===== src/rtl/crc32_pkg.sv =====
// Shared constants, state encoding and bit-reversal helpers for the streaming CRC-32 engine.
package crc32_pkg;

    localparam int unsigned CRC_W  = 32;
    localparam int unsigned BYTE_W = 8;

    localparam logic [CRC_W-1:0] CRC32_POLY    = 32'h04C11DB7;
    localparam logic [CRC_W-1:0] CRC32_INIT    = 32'hFFFFFFFF;
    localparam logic [CRC_W-1:0] CRC32_RESIDUE = 32'hC704DD7B;
    localparam logic [CRC_W-1:0] CRC32_XOROUT  = 32'hFFFFFFFF;

    typedef enum logic [1:0] {
        IDLE = 2'd0,
        BUSY = 2'd1,
        DONE = 2'd2
    } crc_state_e;

    function automatic logic [BYTE_W-1:0] bitrev8(input logic [BYTE_W-1:0] v);
        logic [BYTE_W-1:0] r;
        r = '0;
        for (int i = 0; i < int'(BYTE_W); i++) begin
            r[i] = v[int'(BYTE_W) - 1 - i];
        end
        return r;
    endfunction

    function automatic logic [CRC_W-1:0] bitrev32(input logic [CRC_W-1:0] v);
        logic [CRC_W-1:0] r;
        r = '0;
        for (int i = 0; i < int'(CRC_W); i++) begin
            r[i] = v[int'(CRC_W) - 1 - i];
        end
        return r;
    endfunction

endpackage


===== src/rtl/crc32_byte_step.sv =====
// One byte of CRC-32 in the non-reflected register domain; the byte is bit-reversed on entry.
module crc32_byte_step
    import crc32_pkg::*;
(
    input  logic [CRC_W-1:0]  crc_cur,
    input  logic [BYTE_W-1:0] byte_data,
    output logic [CRC_W-1:0]  crc_next
);

    logic [CRC_W-1:0] crc;

    // MSB-first shift, one polynomial reduction per input bit
    always_comb begin
        crc = crc_cur ^ {bitrev8(byte_data), (CRC_W - BYTE_W)'(0)};
        for (int i = 0; i < int'(BYTE_W); i++) begin
            if (crc[CRC_W-1]) begin
                crc = (crc << 1) ^ CRC32_POLY;
            end else begin
                crc = crc << 1;
            end
        end
        crc_next = crc;
    end

endmodule


===== src/rtl/crc32_stream.sv =====
// Ethernet CRC-32 over a multi-lane valid/ready byte stream with framing,
// FCS check, saturating byte count and a held result handshake.
module crc32_stream
    import crc32_pkg::*;
#(
    parameter int unsigned DW_BYTES = 4,
    parameter int unsigned LEN_W    = 16
) (
    input  logic                     clk,
    input  logic                     rst,
    input  logic                     abort,
    input  logic                     in_valid,
    output logic                     in_ready,
    input  logic [8*DW_BYTES-1:0]    in_data,
    input  logic [DW_BYTES-1:0]      in_keep,
    input  logic                     in_last,
    output logic                     res_valid,
    input  logic                     res_ready,
    output logic [CRC_W-1:0]         res_crc,
    output logic                     res_ok,
    output logic [LEN_W-1:0]         res_len
);

    localparam int unsigned CNT_W = $clog2(DW_BYTES + 1);
    localparam int unsigned SUM_W = LEN_W + 1;

    crc_state_e         state, state_n;
    logic [CRC_W-1:0]   crc_reg, crc_n;
    logic [LEN_W-1:0]   len_reg, len_n;
    logic               res_valid_n;
    logic [CRC_W-1:0]   res_crc_n;
    logic               res_ok_n;
    logic [LEN_W-1:0]   res_len_n;

    logic               accept;
    logic [CNT_W-1:0]   keep_cnt;
    logic [CNT_W-1:0]   beat_cnt;
    logic [CRC_W-1:0]   crc_tap;
    logic [SUM_W-1:0]   len_sum;
    logic [LEN_W-1:0]   len_sat;
    logic [CRC_W-1:0]   taps [DW_BYTES+1];

    assign in_ready = !abort && (!res_valid || res_ready);
    assign accept   = in_valid && in_ready;

    // Lane chain: taps[i] is the register after the first i lanes of the beat
    assign taps[0] = crc_reg;
    for (genvar g = 0; g < int'(DW_BYTES); g++) begin : g_lane
        crc32_byte_step u_step (
            .crc_cur   (taps[g]),
            .byte_data (in_data[8*g +: 8]),
            .crc_next  (taps[g+1])
        );
    end

    // Keep is contiguous from lane 0, so its popcount selects the chain tap
    always_comb begin
        keep_cnt = '0;
        for (int unsigned i = 0; i < DW_BYTES; i++) begin
            keep_cnt = keep_cnt + CNT_W'(in_keep[i]);
        end
        beat_cnt = in_last ? keep_cnt : CNT_W'(DW_BYTES);
    end

    always_comb begin
        crc_tap = taps[0];
        for (int unsigned i = 0; i <= DW_BYTES; i++) begin
            if (beat_cnt == CNT_W'(i)) begin
                crc_tap = taps[i];
            end
        end
    end

    // Length counter saturates at all-ones instead of wrapping
    always_comb begin
        len_sum = {1'b0, len_reg} + SUM_W'(beat_cnt);
        len_sat = len_sum[LEN_W] ? {LEN_W{1'b1}} : len_sum[LEN_W-1:0];
    end

    always_comb begin
        state_n     = state;
        crc_n       = crc_reg;
        len_n       = len_reg;
        res_valid_n = res_valid;
        res_crc_n   = res_crc;
        res_ok_n    = res_ok;
        res_len_n   = res_len;

        if (abort) begin
            state_n     = IDLE;
            crc_n       = CRC32_INIT;
            len_n       = '0;
            res_valid_n = 1'b0;
        end else begin
            if (state == DONE && res_ready) begin
                state_n     = IDLE;
                res_valid_n = 1'b0;
            end
            if (accept) begin
                if (in_last) begin
                    state_n     = DONE;
                    res_valid_n = 1'b1;
                    res_crc_n   = bitrev32(crc_tap) ^ CRC32_XOROUT;
                    res_ok_n    = (crc_tap == CRC32_RESIDUE);
                    res_len_n   = len_sat;
                    crc_n       = CRC32_INIT;
                    len_n       = '0;
                end else begin
                    state_n = BUSY;
                    crc_n   = crc_tap;
                    len_n   = len_sat;
                end
            end
        end
    end

    always_ff @(posedge clk) begin
        if (rst) begin
            state     <= IDLE;
            crc_reg   <= CRC32_INIT;
            len_reg   <= '0;
            res_valid <= 1'b0;
            res_crc   <= '0;
            res_ok    <= 1'b0;
            res_len   <= '0;
        end else begin
            state     <= state_n;
            crc_reg   <= crc_n;
            len_reg   <= len_n;
            res_valid <= res_valid_n;
            res_crc   <= res_crc_n;
            res_ok    <= res_ok_n;
            res_len   <= res_len_n;
        end
    end

endmodule


===== config.mk =====
export PLATFORM = sky130hd
export DESIGN_NAME = crc32_stream
export DESIGN_NICKNAME = d
export VERILOG_FILES = /design/src/rtl/crc32_pkg.sv /design/src/rtl/crc32_byte_step.sv /design/src/rtl/crc32_stream.sv
export SDC_FILE = /design/constraint.sdc
export NUM_CORES = 1
export LEC_CHECK = 0
export BUFFER_PORTS_ARGS = -buffer_cell sky130_fd_sc_hd__buf_2
export CAP_MARGIN = 20
export CORE_ASPECT_RATIO = 1.5
export CORE_MARGIN = 3
export CORE_UTILIZATION = 55
export DETAILED_ROUTE_END_ITERATION = 8
export GPL_ROUTABILITY_DRIVEN = 1
export PLACE_DENSITY = 0.82
export SYNTH_ARGS = -nofsm -noshare
export SYNTH_HDL_FRONTEND = slang
export SYNTH_SLANG_ARGS = --single-unit
export TNS_END_PERCENT = 50

===== constraint.sdc =====
create_clock -name clk -period 5.5 [get_ports clk]
set_input_delay 1.1 -clock clk [delete_from_list [all_inputs] [get_ports clk]]
set_output_delay 1.1 -clock clk [all_outputs]
set_load 0.02 [all_outputs]

=== Word-level counts from Yosys, hierarchy flattened ===
Cells that the tools add are included.

* Reductions and logical operators: 9
* Eq/ne operators: 6
* Add/subtract/negate cells: 4
* Bitwise gates (word level): 38
* Mux-type cells: 46

{| class="wikitable"
|+ Operator list
! operator !! count
|-
| two-way mux 27 bit || 32
|-
| inverter 14 bit || 32
|-
| two-way mux 32 bit || 5
|-
| XOR 32 bit || 4
|-
| equality test 32 bit, second input constant || 1
|-
| two-way mux 16 bit || 2
|-
| inverter 32 bit || 1
|-
| adder 16 x 3 -> 17 bit || 1
|-
| equality test 3 x 2 -> 1 bit, second input constant || 2
|-
| two-way mux 2 bit || 3
|-
| adder 2 x 1 -> 3 bit || 1
|-
| adder 3 x 1 -> 3 bit || 1
|-
| equality test 3 x 1 -> 1 bit, second input constant || 1
|-
| equality test 3 bit, second input constant || 1
|-
| logical AND 1 bit || 3
|-
| two-way mux 1 bit || 3
|-
| two-way mux 3 bit || 1
|-
| AND reduction 3 bit || 1
|-
| adder 1 x 1 -> 2 bit || 1
|-
| equality test 2 bit, second input constant || 1
|-
| zero test 1 bit || 2
|-
| nonzero test 2 bit || 1
|-
| OR reduction 2 bit || 1
|-
| logical OR 1 bit || 1
|-
| inverter 1 bit || 1
|}

* Flip-flop bits (word level): 100
* Bits of input ports: 42
* Logic and storage cells: 110
* Output and inout bits: 51

=== Logic depth before layout (Yosys ltp) ===
Gate-level depths: netlist (run 1).

* Word-level depth: 70
* Mapped depth: 20

=== Modules after synthesis ===
From an unflattened synthesis (run 1), not the netlist that was laid out.

* Cell total of the unflattened synthesis: 994
* Area total of the unflattened synthesis: 9595.5 µm²

{| class="wikitable"
|+ By module, submodules not included
! module !! area an instance (µm²) !! times used !! cells an instance
|-
| crc32_stream || 5536.6 || 1 || 722
|-
| crc32_byte_step || 1014.7 || 4 || 68
|}

=== Worst setup path after synthesis (run 1) ===
OpenSTA, ideal clock, no wires.

* Path type: input-to-reg
* From: input in_keep[0]
* To: register res_len[1]
* Setup time: 0.091 ns
* Slack: 0.163 ns
* Data required time: 5.409 ns
* Arrival time: 5.246 ns
* Cell stages on the path: 19
* Path through: fa_1 > ha_1 > clkbuf_1 > clkinv_1 > clkbuf_1 > nor2_1 > ha_1 > inv_1 > fa_1 > inv_1 > a21oi_1 > nor3b_1 > and3_1 > clkbuf_1 > nand3_1 > or2_2 > clkbuf_1 > buf_1 > a311oi_1

* Cells in the longest elaborated chain, start to end: 6

{| class="wikitable"
|+ RTL lines
! element !! RTL line !! text
|-
| from (decl) || crc32_stream.sv:15 || <nowiki>input logic [DW_BYTES-1:0] in_keep,</nowiki>
|-
| adder 1 x 1 -> 2 bit || crc32_stream.sv:60 || <nowiki>keep_cnt = keep_cnt + CNT_W'(in_keep[i]);</nowiki>
|-
| adder 2 x 1 -> 3 bit || crc32_stream.sv:60 ||
|-
| adder 3 x 1 -> 3 bit || crc32_stream.sv:60 ||
|-
| two-way mux 3 bit || crc32_stream.sv:62 || <nowiki>beat_cnt = in_last ? keep_cnt : CNT_W'(DW_BYTES);</nowiki>
|-
| adder 16 x 3 -> 17 bit || crc32_stream.sv:76 || <nowiki>len_sum = {1'b0, len_reg} + SUM_W'(beat_cnt);</nowiki>
|-
| two-way mux 16 bit || crc32_stream.sv:77 || <nowiki>len_sat = len_sum[LEN_W] ? {LEN_W{1'b1}} : len_sum[LEN_W-1:0];</nowiki>
|-
| to (signal assigned) || crc32_stream.sv:133 || <nowiki>res_len <= res_len_n;</nowiki>
|-
| to (decl) || crc32_stream.sv:21 || <nowiki>output logic [LEN_W-1:0] res_len</nowiki>
|}

No other way between the ends.
A chain may end at the register's enable or synchronous reset.

=== Worst setup path in the final report (run 1) ===
* From: input in_data[1]
* To: register res_ok

* Cells in the longest elaborated chain, start to end: 46
* Elaborated cells on any way between the ends: 70
* Classes of those cells: 1 x eq/ne; 35 x mux; 34 x bitwise

{| class="wikitable"
|+ RTL lines
! element !! RTL line !! text
|-
| from (decl) || crc32_stream.sv:14 || <nowiki>input logic [8*DW_BYTES-1:0] in_data,</nowiki>
|-
| XOR 32 bit (*) || crc32_byte_step.sv:14 || <nowiki>crc = crc_cur ^ {bitrev8(byte_data), (CRC_W - BYTE_W)'(0)};</nowiki>
|-
| two-way mux 27 bit (*) || crc32_byte_step.sv:16 || <nowiki>if (crc[CRC_W-1]) begin</nowiki>
|-
| inverter 14 bit (no source line) || n/a ||
|-
| two-way mux 27 bit || crc32_byte_step.sv:16 ||
|-
| inverter 14 bit (no source line) || n/a ||
|-
| two-way mux 27 bit (2 in series) || crc32_byte_step.sv:16 ||
|-
| inverter 14 bit (no source line) || n/a ||
|-
| two-way mux 27 bit || crc32_byte_step.sv:16 ||
|-
| [... 27 more ...] || n/a ||
|-
| two-way mux 27 bit || crc32_byte_step.sv:16 ||
|-
| XOR 32 bit || crc32_byte_step.sv:14 ||
|-
| inverter 14 bit (no source line) || n/a ||
|-
| two-way mux 27 bit (3 in series) || crc32_byte_step.sv:16 ||
|-
| inverter 14 bit (no source line) || n/a ||
|-
| two-way mux 27 bit || crc32_byte_step.sv:16 ||
|-
| two-way mux 32 bit (*) || crc32_stream.sv:68 || <nowiki>if (beat_cnt == CNT_W'(i)) begin</nowiki>
|-
| equality test 32 bit (*) || crc32_stream.sv:104 || <nowiki>res_ok_n = (crc_tap == CRC32_RESIDUE);</nowiki>
|-
| to (signal assigned) || crc32_stream.sv:132 || <nowiki>res_ok <= res_ok_n;</nowiki>
|-
| to (decl) || crc32_stream.sv:20 || <nowiki>output logic res_ok,</nowiki>
|}

Every way passes the cells marked *; elsewhere a longest branch is shown, timed or not.

==> results of run 1 <==
-- routing by layer --
metal  up-vias  wire (µm)
li1       4049          -
met1      4203      13300
met2       491      18600
met3       148       2530
met4         0       3750
met5         -          0
-- metrics by stage --
step	setup TNS [ns]	worst slack [ns]	utilization, %	std cells	hold slack (ns)
6_report	0	0.266	68.3	1471	0.454
5_1_grt	0	0.127	68.3	1471	0.473
4_1_cts	0	0.243	68.1	1470	0.456
2_1_floorplan	0	0.163	-	1069	0.436
3_3_place_gp	0	0.0301	66.2	1454	0.438
3_5_place_dp	-0.0989	-0.0923	66.2	1454	0.445
-- placed cells by master, fill, tap and decap left out, types with 12 or more instances in the layout --
cell type,n
a211oi_1,19
a21oi_1,105
a311oi_1,12
buf_2,92
buf_4,148
dfxtp_1,100
nand2_1,109
nor2_1,119
nor3_1,14
o211ai_1,13
o21ai_0,47
o22ai_1,26
xnor2_1,169
xnor2_2,18
xnor3_1,53
xor2_1,61
-- cells by family after synthesis --
group           synth area share, %
mux                           0.623
flops                          20.8
fa+ha+maj                      1.06
compound gates                 15.6
buf+inv                        3.18
xor+xnor                       46.3
simple gates                   12.6
-- worst reg2reg max path, cell delays in order (launching register included) --
cell	delay, ns
dfxtp_1	0.50
xnor3_1	0.52
xor3_1	0.50
xnor3_1	0.43
buf_4	0.18
xor3_1	0.25
xor2_1	0.72
xnor2_4	0.13
xnor2_2	0.17
xnor3_1	0.23
o21ai_1	0.08
or3b_1	0.40
or4_1	0.50
o31ai_2	0.24
-- worst max-delay path by stage --
stage                     startpoint          to  slack [ns]  depth (start not counted)
final                     in_data[1]      res_ok        0.27                         13
after global routing      in_data[1]      res_ok        0.13                         13
after CTS                 in_data[1]      res_ok        0.24                         13
after detailed placement  in_data[1]      res_ok       -0.09                         13
after global placement    in_data[1]      res_ok        0.03                         13
after floorplan           in_keep[0]  res_len[1]        0.16                         19
-- area by class of cell --
cell class                      instances  area (µm²)  area share [%]
Multi-Input combinational cell        892        7350            63.4
Sequential cell                       100        2000            17.3
Timing Repair Buffer                  241        1600            13.8
Tap cell                              210         263            2.27
Clock buffer                            9         225            1.94
Clock inverter                          7         106           0.917
Inverter                               12        45.0           0.389
==> flow_metrics.tcl, run 1 <==
set metrics [dict create \
    syn_avg_cell_area_um2 9.02 \
    dieArea_mm2 0.0192 \
    synth_top_flop_cell "dfxtp_1" \
    synth_top_area_share_pct 20.8 \
    layout_min_cycle_time_ns 5.23 \
    maxSlewViolCount 0 \
    critPathBufInv 2 \
    crit_chain "buf_2 -> xnor2_1 -> xnor3_2 -> xnor3_1 -> xnor3_2 -> buf_4 -> xnor2_1 -> xor3_1 -> xor2_1 -> xnor3_1 -> a21oi_1 -> or4_1 -> o31ai_2" \
    yosysWarnings 0 \
    cp-start-kind "primary input" \
    design_area_mm2 0.0116 \
    hold_start "res_crc[23]" \
    synth_top_cell_by_area "dfxtp_1" \
    synth.most_common_cell "xnor2_1" \
    hold_class "reg -> reg" \
    synth.area.top_cells "dfxtp_1 (21%), xnor2_1 (15%), xnor3_1 (12%)" \
    skew_ns 0.00656 \
    clkLatencyLatePin_ns 0.35 \
    cts_tree "yes" \
    diodes 0 \
    io_pins 93 \
    worstReg2RegStart "crc_reg[28]" \
    grtUsageMet2_pct 65.2 \
    whs_path_depth 2 \
    rrSetupSlack_ns 0.55 \
    fillers 1423 \
    rsz0062_at_grt "false" \
    wl_um 38100 \
    clkSlewWorstSetupHoldPaths_ns 0.07 \
    cp_max_fo 5 \
    reg2reg_to "res_ok" \
    port_buffers 92 \
    start_util_pct 56.8 \
    busiest_layer "met2" \
    grt_max_degree 53 \
    cpPeakStageDelay_ns 0.59 \
    critPathKind "in -> reg" \
    core-area_mm2 0.0170 \
    fin_nets 1305 \
    cp.arrival_ns 5.50 \
    cts_max_path_buffers 2 \
    async_flop_share_pct 0 \
    synth_edf_count 0 \
    clock_sinks 100 \
    area_delta_synth_final_pct 20.2 \
    setup-violations-final 0 \
    worst_pin_slew_ns 0.992 \
    syn_area_mm2 0.00964 \
    clock.fmax_ghz 0.191 \
    post_drt_wl_per_cell_um 25.9 \
    synth_common_cells "xnor2_1 (170), nor2_1 (121), nand2_1 (109)" \
    dpl-instance-area_mm2 0.0112 \
    drv_cap 0 \
    period_share_pct 95.2 \
    run_status "finished clean" \
    max_slew_margin_pct 32.2 \
    worst_path_max_delay_cell "xnor3_1" \
    grt_pass1_vias 8876 \
    die_h_um 168 \
    antenna_found_initial 1 \
    grt-ovfl-total 0 \
    cts-root-buf "clkbuf_16" \
    drc 0 \
    vias 8891 \
    grt_pass1_wl_um 55700 \
    grt.total_usage_pct 39.6 \
    worstHoldEndpoint "res_crc[23]" \
    synth-seq-area-share_pct 20.8 \
    viasPerCell 6.04 \
    crit_family "XOR/XNOR gates" \
    cp-end-kind "flip-flop" \
    die_w_um 114 \
    cts_buffers 9 \
    ys_ff_latch 100 \
    gp_congestion 1.06 \
    syn_nets 1118 \
    drt_first_pass_iters 5 \
    htreeDepth 3 \
    hpwl_um 30600 \
    postCtsHoldBufs 0 \
    synth.distinct_cells 60 \
    drt_iter0_drc 802 \
    postCtsSetupRepairBufs 0 \
    grt_util_met1_pct 45.2 \
    worstPathRequired_ns 5.77 \
    cts_resized 0 \
    final_hold_viol_count 0 \
    syn_inst 1069 \
    ff2ff_path_depth 13 \
    postRouteAntennaNets 0 \
    rows 58 \
    layout-drive-gt1-share_pct 24.7 \
    grt_use_met3_pct 5.43 \
]
Power of run 1 is not shown: default switching activity piles up to over one toggle a cycle in this logic, so the estimate is an artifact.
==> run 2: changes to the inputs <==
--- a/config.mk
+++ b/config.mk
@@ -5,14 +5,16 @@
 export SDC_FILE = /design/constraint.sdc
 export NUM_CORES = 1
 export LEC_CHECK = 0
+export ABC_AREA = 1
 export BUFFER_PORTS_ARGS = -buffer_cell sky130_fd_sc_hd__buf_2
 export CAP_MARGIN = 20
 export CORE_ASPECT_RATIO = 1.5
 export CORE_MARGIN = 3
-export CORE_UTILIZATION = 55
+export CORE_UTILIZATION = 56
 export DETAILED_ROUTE_END_ITERATION = 8
 export GPL_ROUTABILITY_DRIVEN = 1
 export PLACE_DENSITY = 0.82
+export SLEW_MARGIN = 5
 export SYNTH_ARGS = -nofsm -noshare
 export SYNTH_HDL_FRONTEND = slang
 export SYNTH_SLANG_ARGS = --single-unit
==> flow_metrics.tcl, run 2 <==
set metrics [dict create \
    worst_pin_slew_ns 0.945 \
    postCtsSetupRepairBufs 0 \
    drv_cap 0 \
    grt.total_usage_pct 45.2 \
    fin_ws_ns 0.424 \
    drc 0 \
    critPathKind "in -> reg" \
    combinationalPowerShare_pct 73.2 \
    crit_start "in_data[0]" \
    hpwl_um 39400 \
    start_util_pct 57.1 \
    maxSlewViolCount 0 \
    period_share_pct 92.3 \
    rsz0062_at_grt "false" \
    postCtsHoldBufs 0 \
    syn_inst 2040 \
    cp_max_fo 11 \
    die_w_um 122 \
    fin_tns_setup_ns 0 \
    synth.distinct_cells 45 \
    gp_congestion 1.13 \
    met1_length_um 17600 \
    seqPwrFrac_pct 15.0 \
    met2_length_um 21800 \
    clkSlewWorstSetupHoldPaths_ns 0.07 \
    fillers 1997 \
    syn_avg_cell_area_um2 5.54 \
    synth-seq-area-share_pct 17.7 \
    cts_buffers 9 \
    cp.arrival_ns 5.35 \
    postRouteAntennaNets 0 \
    worst_path_max_delay_cell "nand2_1" \
    design_area_mm2 0.0123 \
    p_int_mw 2.06 \
    setup-violations-final 0 \
    grt-ovfl-total 0 \
    async_flop_share_pct 0 \
    finalPower_mw 5.15 \
    synth_common_cells "nand2_1 (812), nand3_1 (318), inv_1 (177)" \
    worstPathRequired_ns 5.78 \
    fin_nets 2153 \
    vias 14448 \
    reg2reg_to "res_ok" \
    critPathBufInv 4 \
    layout_min_cycle_time_ns 5.08 \
    synth.area.top_cells "nand2_1 (27%), dfxtp_1 (18%), nand3_1 (14%)" \
    cp-end-kind "flip-flop" \
    power.share.switching_pct 60.0 \
    rrSetupSlack_ns 0.83 \
    clock.fmax_ghz 0.197 \
    final_hold_viol_count 0 \
    grt_max_degree 78 \
    rows 63 \
    ff2ff_path_depth 30 \
    drt_iter0_drc 1907 \
    cts-root-buf "clkbuf_16" \
    wl_um 50200 \
    run_status "finished clean" \
    synth_top_flop_cell "dfxtp_1" \
    synth_top_cell_by_area "nand2_1" \
    place_ws_ns 0.271 \
    diodes 0 \
    synth_edf_count 0 \
    clkPwrFrac_pct 11.8 \
    die_h_um 180 \
    synth.most_common_cell "nand2_1" \
    p_leak_nw 6.83 \
    ys_ff_latch 100 \
    grt_pass1_wl_um 76300 \
    clock_sinks 100 \
    power_switching_mw 3.09 \
    syn_nets 2089 \
    cts_tree "yes" \
    io_pins 93 \
    core-area_mm2 0.0198 \
    layout-drive-gt1-share_pct 15.4 \
    cp-start-kind "primary input" \
    worstReg2RegStart "crc_reg[27]" \
    final_cell_mix "nand2_1 (812), nand3_1 (318), inv_1 (177)" \
    max_slew_margin_pct 37.0 \
    crit_top_cell "nand2_1" \
    crit_cells 32 \
    antenna_found_initial 0 \
    dpl-instance-area_mm2 0.0120 \
    drt_first_pass_iters 8 \
    ir_worst_vdd_mv 0.354 \
    hold_class "reg -> reg" \
    cpPeakStageDelay_ns 0.45 \
    area_delta_synth_final_pct 8.71 \
    dieArea_mm2 0.0219 \
    yosysWarnings 0 \
    skew_ns 0.00773 \
    crit_family "simple AND/OR/NAND/NOR gates" \
    grt_pass1_vias 13380 \
    endpoint "res_ok" \
    htreeDepth 3 \
    port_buffers 92 \
    clkLatencyLatePin_ns 0.35 \
    p_per_area_mw_per_mm2 420 \
    cts_max_path_buffers 2 \
    layout_commonest_cell "nand2_1" \
    met3_length_um 5460 \
    fin_util_pct 62.0 \
    viasPerCell 6.10 \
    topRoutingLayerUsed "met4" \
    post_drt_wl_per_cell_um 21.2 \
    cts_resized 0 \
    syn_area_mm2 0.0113 \
    synth_top_area_share_pct 27.0 \
]
-- run 2: cell types whose count changed after synthesis, moves of 52 or more --
cell     before  now
inv_1        11  177
xnor3_1      53    1
nand3_1       8  318
xnor2_1     170    9
nand2_1     109  812
nor2_1      121   51
nand2_2       0   98
-- run 2: tightest hold or removal path: stages, from the launching register on --
cell	delay, ns
dfxtp_1	0.32
nand2_1	0.06
a21oi_1	0.05
-- run 2: layer usage --
| layer | vias up | global-route usage (%) |
|---|---|---|
| li1 | 6757 | - |
| met1 | 6481 | 52.5 |
| met2 | 943 | 70.0 |
| met3 | 267 | 10.5 |
| met4 | 0 | 36.8 |
| met5 | - | 0 |
-- run 2: worst min-delay path by stage --
stage,start,end,slack (ns),depth (start not counted)
2_1_floorplan,len_reg[14],len_reg[14],0.45,2
3_3_place_gp,len_reg[14],len_reg[14],0.46,2
3_5_place_dp,len_reg[14],len_reg[14],0.46,2
4_1_cts,len_reg[14],len_reg[14],0.48,2
5_1_grt,len_reg[0],len_reg[0],0.50,2
6_report,len_reg[2],len_reg[2],0.48,2
-- run 2: power groups by stage --
| stage | sequential, mW | combinational [mW] | clock, mW |
|---|---|---|---|
| after CTS | 0.773 | 3.57 | 0.606 |
| after detailed placement | 0.789 | 3.55 | 0 |
| after global routing | 0.776 | 4.06 | 0.635 |
| after global placement | 0.788 | 3.52 | 0 |
| final | 0.774 | 3.77 | 0.608 |
| after floorplan | 0.808 | 2.48 | 0 |
-- run 2: per-stage QoR --
stage | instances | hold WS, ns
finish | 2369 | 0.476
global route | 2369 | 0.499
floorplan | 2040 | 0.445
detailed placement | 2353 | 0.464
CTS | 2369 | 0.475
global placement | 2352 | 0.457
-- run 2: cell families after synthesis --
kind of cell / count (synthesis) / share of synthesized area [%]
AOI/OAI and AO/OA: 254 / 13.0
adders and majority gates: 7 / 0.909
buffers and inverters: 272 / 9.53
DFF: 100 / 17.7
and+or+nand+nor: 1356 / 54.5
xor gates and xnor gates: 51 / 4.31
-- run 2: cell type report --
type | count | area [µm²] | area share, %
tap | 260 | 325 | 2.65
multi-input combinational | 1668 | 8230 | 67.1
clock inverter | 7 | 56.3 | 0.459
sequential | 100 | 2000 | 16.3
timing repair buffer | 112 | 631 | 5.14
clock buffer | 9 | 225 | 1.83
inverter | 213 | 802 | 6.53
Power figures use the tool's default switching activity.
==> run 3: changes to the inputs <==
--- a/config.mk
+++ b/config.mk
@@ -10,10 +10,12 @@
 export CAP_MARGIN = 20
 export CORE_ASPECT_RATIO = 1.5
 export CORE_MARGIN = 3
-export CORE_UTILIZATION = 56
+export CORE_UTILIZATION = 57
+export CTS_BUF_LIST = sky130_fd_sc_hd__clkbuf_8
+export CTS_CLUSTER_SIZE = 20
 export DETAILED_ROUTE_END_ITERATION = 8
 export GPL_ROUTABILITY_DRIVEN = 1
-export PLACE_DENSITY = 0.82
+export PLACE_DENSITY = 0.84
 export SLEW_MARGIN = 5
 export SYNTH_ARGS = -nofsm -noshare
 export SYNTH_HDL_FRONTEND = slang
==> flow_metrics.tcl, run 3 (synthesis gave the netlist of run 2 again) <==
set metrics [dict create \
    run_status "finished clean" \
    seqPwrFrac_pct 15.5 \
    worst_path_max_delay_cell "a21boi_1" \
    dieArea_mm2 0.0216 \
    hold_class "reg -> reg" \
    core-area_mm2 0.0193 \
    grt_pass1_wl_um 73000 \
    fin_tns_setup_ns 0 \
    finalPower_mw 4.98 \
    combinationalPowerShare_pct 74.6 \
    power_switching_mw 3.01 \
    multi_input_comb_area_mm2 0.00823 \
    port_buffers 92 \
    die_h_um 178 \
    clock.fmax_ghz 0.197 \
    whs_path_depth 2 \
    cp-end-kind "flip-flop" \
    drv_cap 0 \
    die_w_um 121 \
    worstHoldEndpoint "len_reg[14]" \
    max_slew_margin_pct 31.6 \
    vias 14335 \
    grt.total_usage_pct 44.0 \
    postRouteAntennaNets 0 \
    ir_worst_vdd_mv 0.244 \
    critPathKind "in -> reg" \
    drt_first_pass_iters 8 \
    p_per_area_mw_per_mm2 409 \
    rsz0062_at_grt "false" \
    area_delta_synth_final_pct 7.87 \
    worst_pin_slew_ns 1.02 \
    layout_min_cycle_time_ns 5.08 \
    cts_tree "yes" \
    fillers 1899 \
    rows 62 \
    dpl-instance-area_mm2 0.0120 \
    diodes 0 \
    cpPeakStageDelay_ns 0.59 \
    drt_iter0_drc 2060 \
    hold_start "len_reg[14]" \
    crit_top_cell "nand2_1" \
    period_share_pct 92.3 \
    cts_buffers 9 \
    antenna_found_initial 0 \
    gp_congestion 1.12 \
    skew_ns 0.0158 \
    seq_area_mm2 0.00200 \
    clkLatencyLatePin_ns 0.37 \
    critPathBufInv 3 \
    maxSlewViolCount 0 \
    final_cell_mix "nand2_1 (812), nand3_1 (318), inv_1 (178)" \
    postCtsSetupRepairBufs 0 \
    design_area_mm2 0.0122 \
    cp_max_fo 11 \
    grt_pass1_vias 13082 \
    layout_commonest_cell "nand2_1" \
    p_int_mw 1.97 \
    cts_resized 0 \
    post_drt_wl_per_cell_um 20.5 \
    layout-drive-gt1-share_pct 15.2 \
    io_pins 93 \
    hpwl_um 39100 \
    grt_max_degree 78 \
    cts-root-buf "clkbuf_8" \
    final_hold_viol_count 0 \
    crit_family "simple AND/OR/NAND/NOR gates" \
    grt-ovfl-total 0 \
    power.share.switching_pct 60.5 \
    setup-violations-final 0 \
    wl_um 48300 \
    viasPerCell 6.07 \
    worstReg2RegStart "crc_reg[31]" \
    htreeDepth 3 \
    ff2ff_path_depth 27 \
    reg2reg_to "res_ok" \
    drc 0 \
    postCtsHoldBufs 0 \
    worstPathRequired_ns 5.80 \
    cp.arrival_ns 5.38 \
    clkPwrFrac_pct 9.8 \
    start_util_pct 58.5 \
    cp-start-kind "primary input" \
    cts_max_path_buffers 2 \
    p_leak_nw 6.79 \
    clock_sinks 100 \
    fin_nets 2151 \
    clkSlewWorstSetupHoldPaths_ns 0.10 \
    rrSetupSlack_ns 0.81 \
]
-- run 3: changes by cell type in the layout (fill, tap and decap cells not counted), sizes merged --
cell	previous run	this run
inv	214	215
buf	112	110
clkinv	6	3
clkbuf	9	10
bufinv	0	1
-- run 3: tightest hold or removal path, stage by stage (launching register included) --
cell and delay (ns):
dfxtp_1 0.32, nand2_1 0.06, a21oi_1 0.06
-- run 3: area by class of cell --
| cell class | count | area share [%] |
|---|---|---|
| Clock buffer | 10 | 1.13 |
| Clock inverter | 6 | 0.565 |
| Inverter | 213 | 6.58 |
| Multi-Input combinational cell | 1668 | 67.6 |
| Sequential cell | 100 | 16.4 |
| Tap cell | 256 | 2.63 |
| Timing Repair Buffer | 110 | 5.05 |
-- run 3: per-stage QoR --
step	cells	hold slack, ns	util [%]	setup WS [ns]
3_5_place_dp	2347	0.466	62.0	0.284
2_1_floorplan	2040	0.445	-	1.09
3_3_place_gp	2346	0.455	61.8	0.386
5_1_grt	2363	0.495	63.1	0.117
6_report	2363	0.479	63.1	0.421
4_1_cts	2363	0.482	63.1	0.643
-- run 3: worst max-delay path by stage --
stage,start,endpoint,cells after the start
detailed placement,in_data[0],res_ok,28
global placement,in_data[0],res_ok,28
CTS,in_data[0],res_ok,28
finish,in_data[0],res_ok,28
floorplan,in_keep[0],len_reg[13],21
global route,in_data[0],res_ok,32
-- run 3: routing by layer --
layer  vias up  track usage, %  routed length (µm)
li1       6761               -                   -
met1      6402            49.7               16900
met2       925            71.3               21700
met3       247            7.17                4750
met4         0            38.0                5080
met5         -               0                   0
-- run 3: power by group through the flow --
stage	Sequential [mW]	Clock (mW)	Combinational, mW
final	0.774	0.490	3.72
after global routing	0.776	0.516	3.98
after CTS	0.772	0.491	3.55
after detailed placement	0.789	0	3.53
after global placement	0.788	0	3.49
after floorplan	0.808	0	2.48
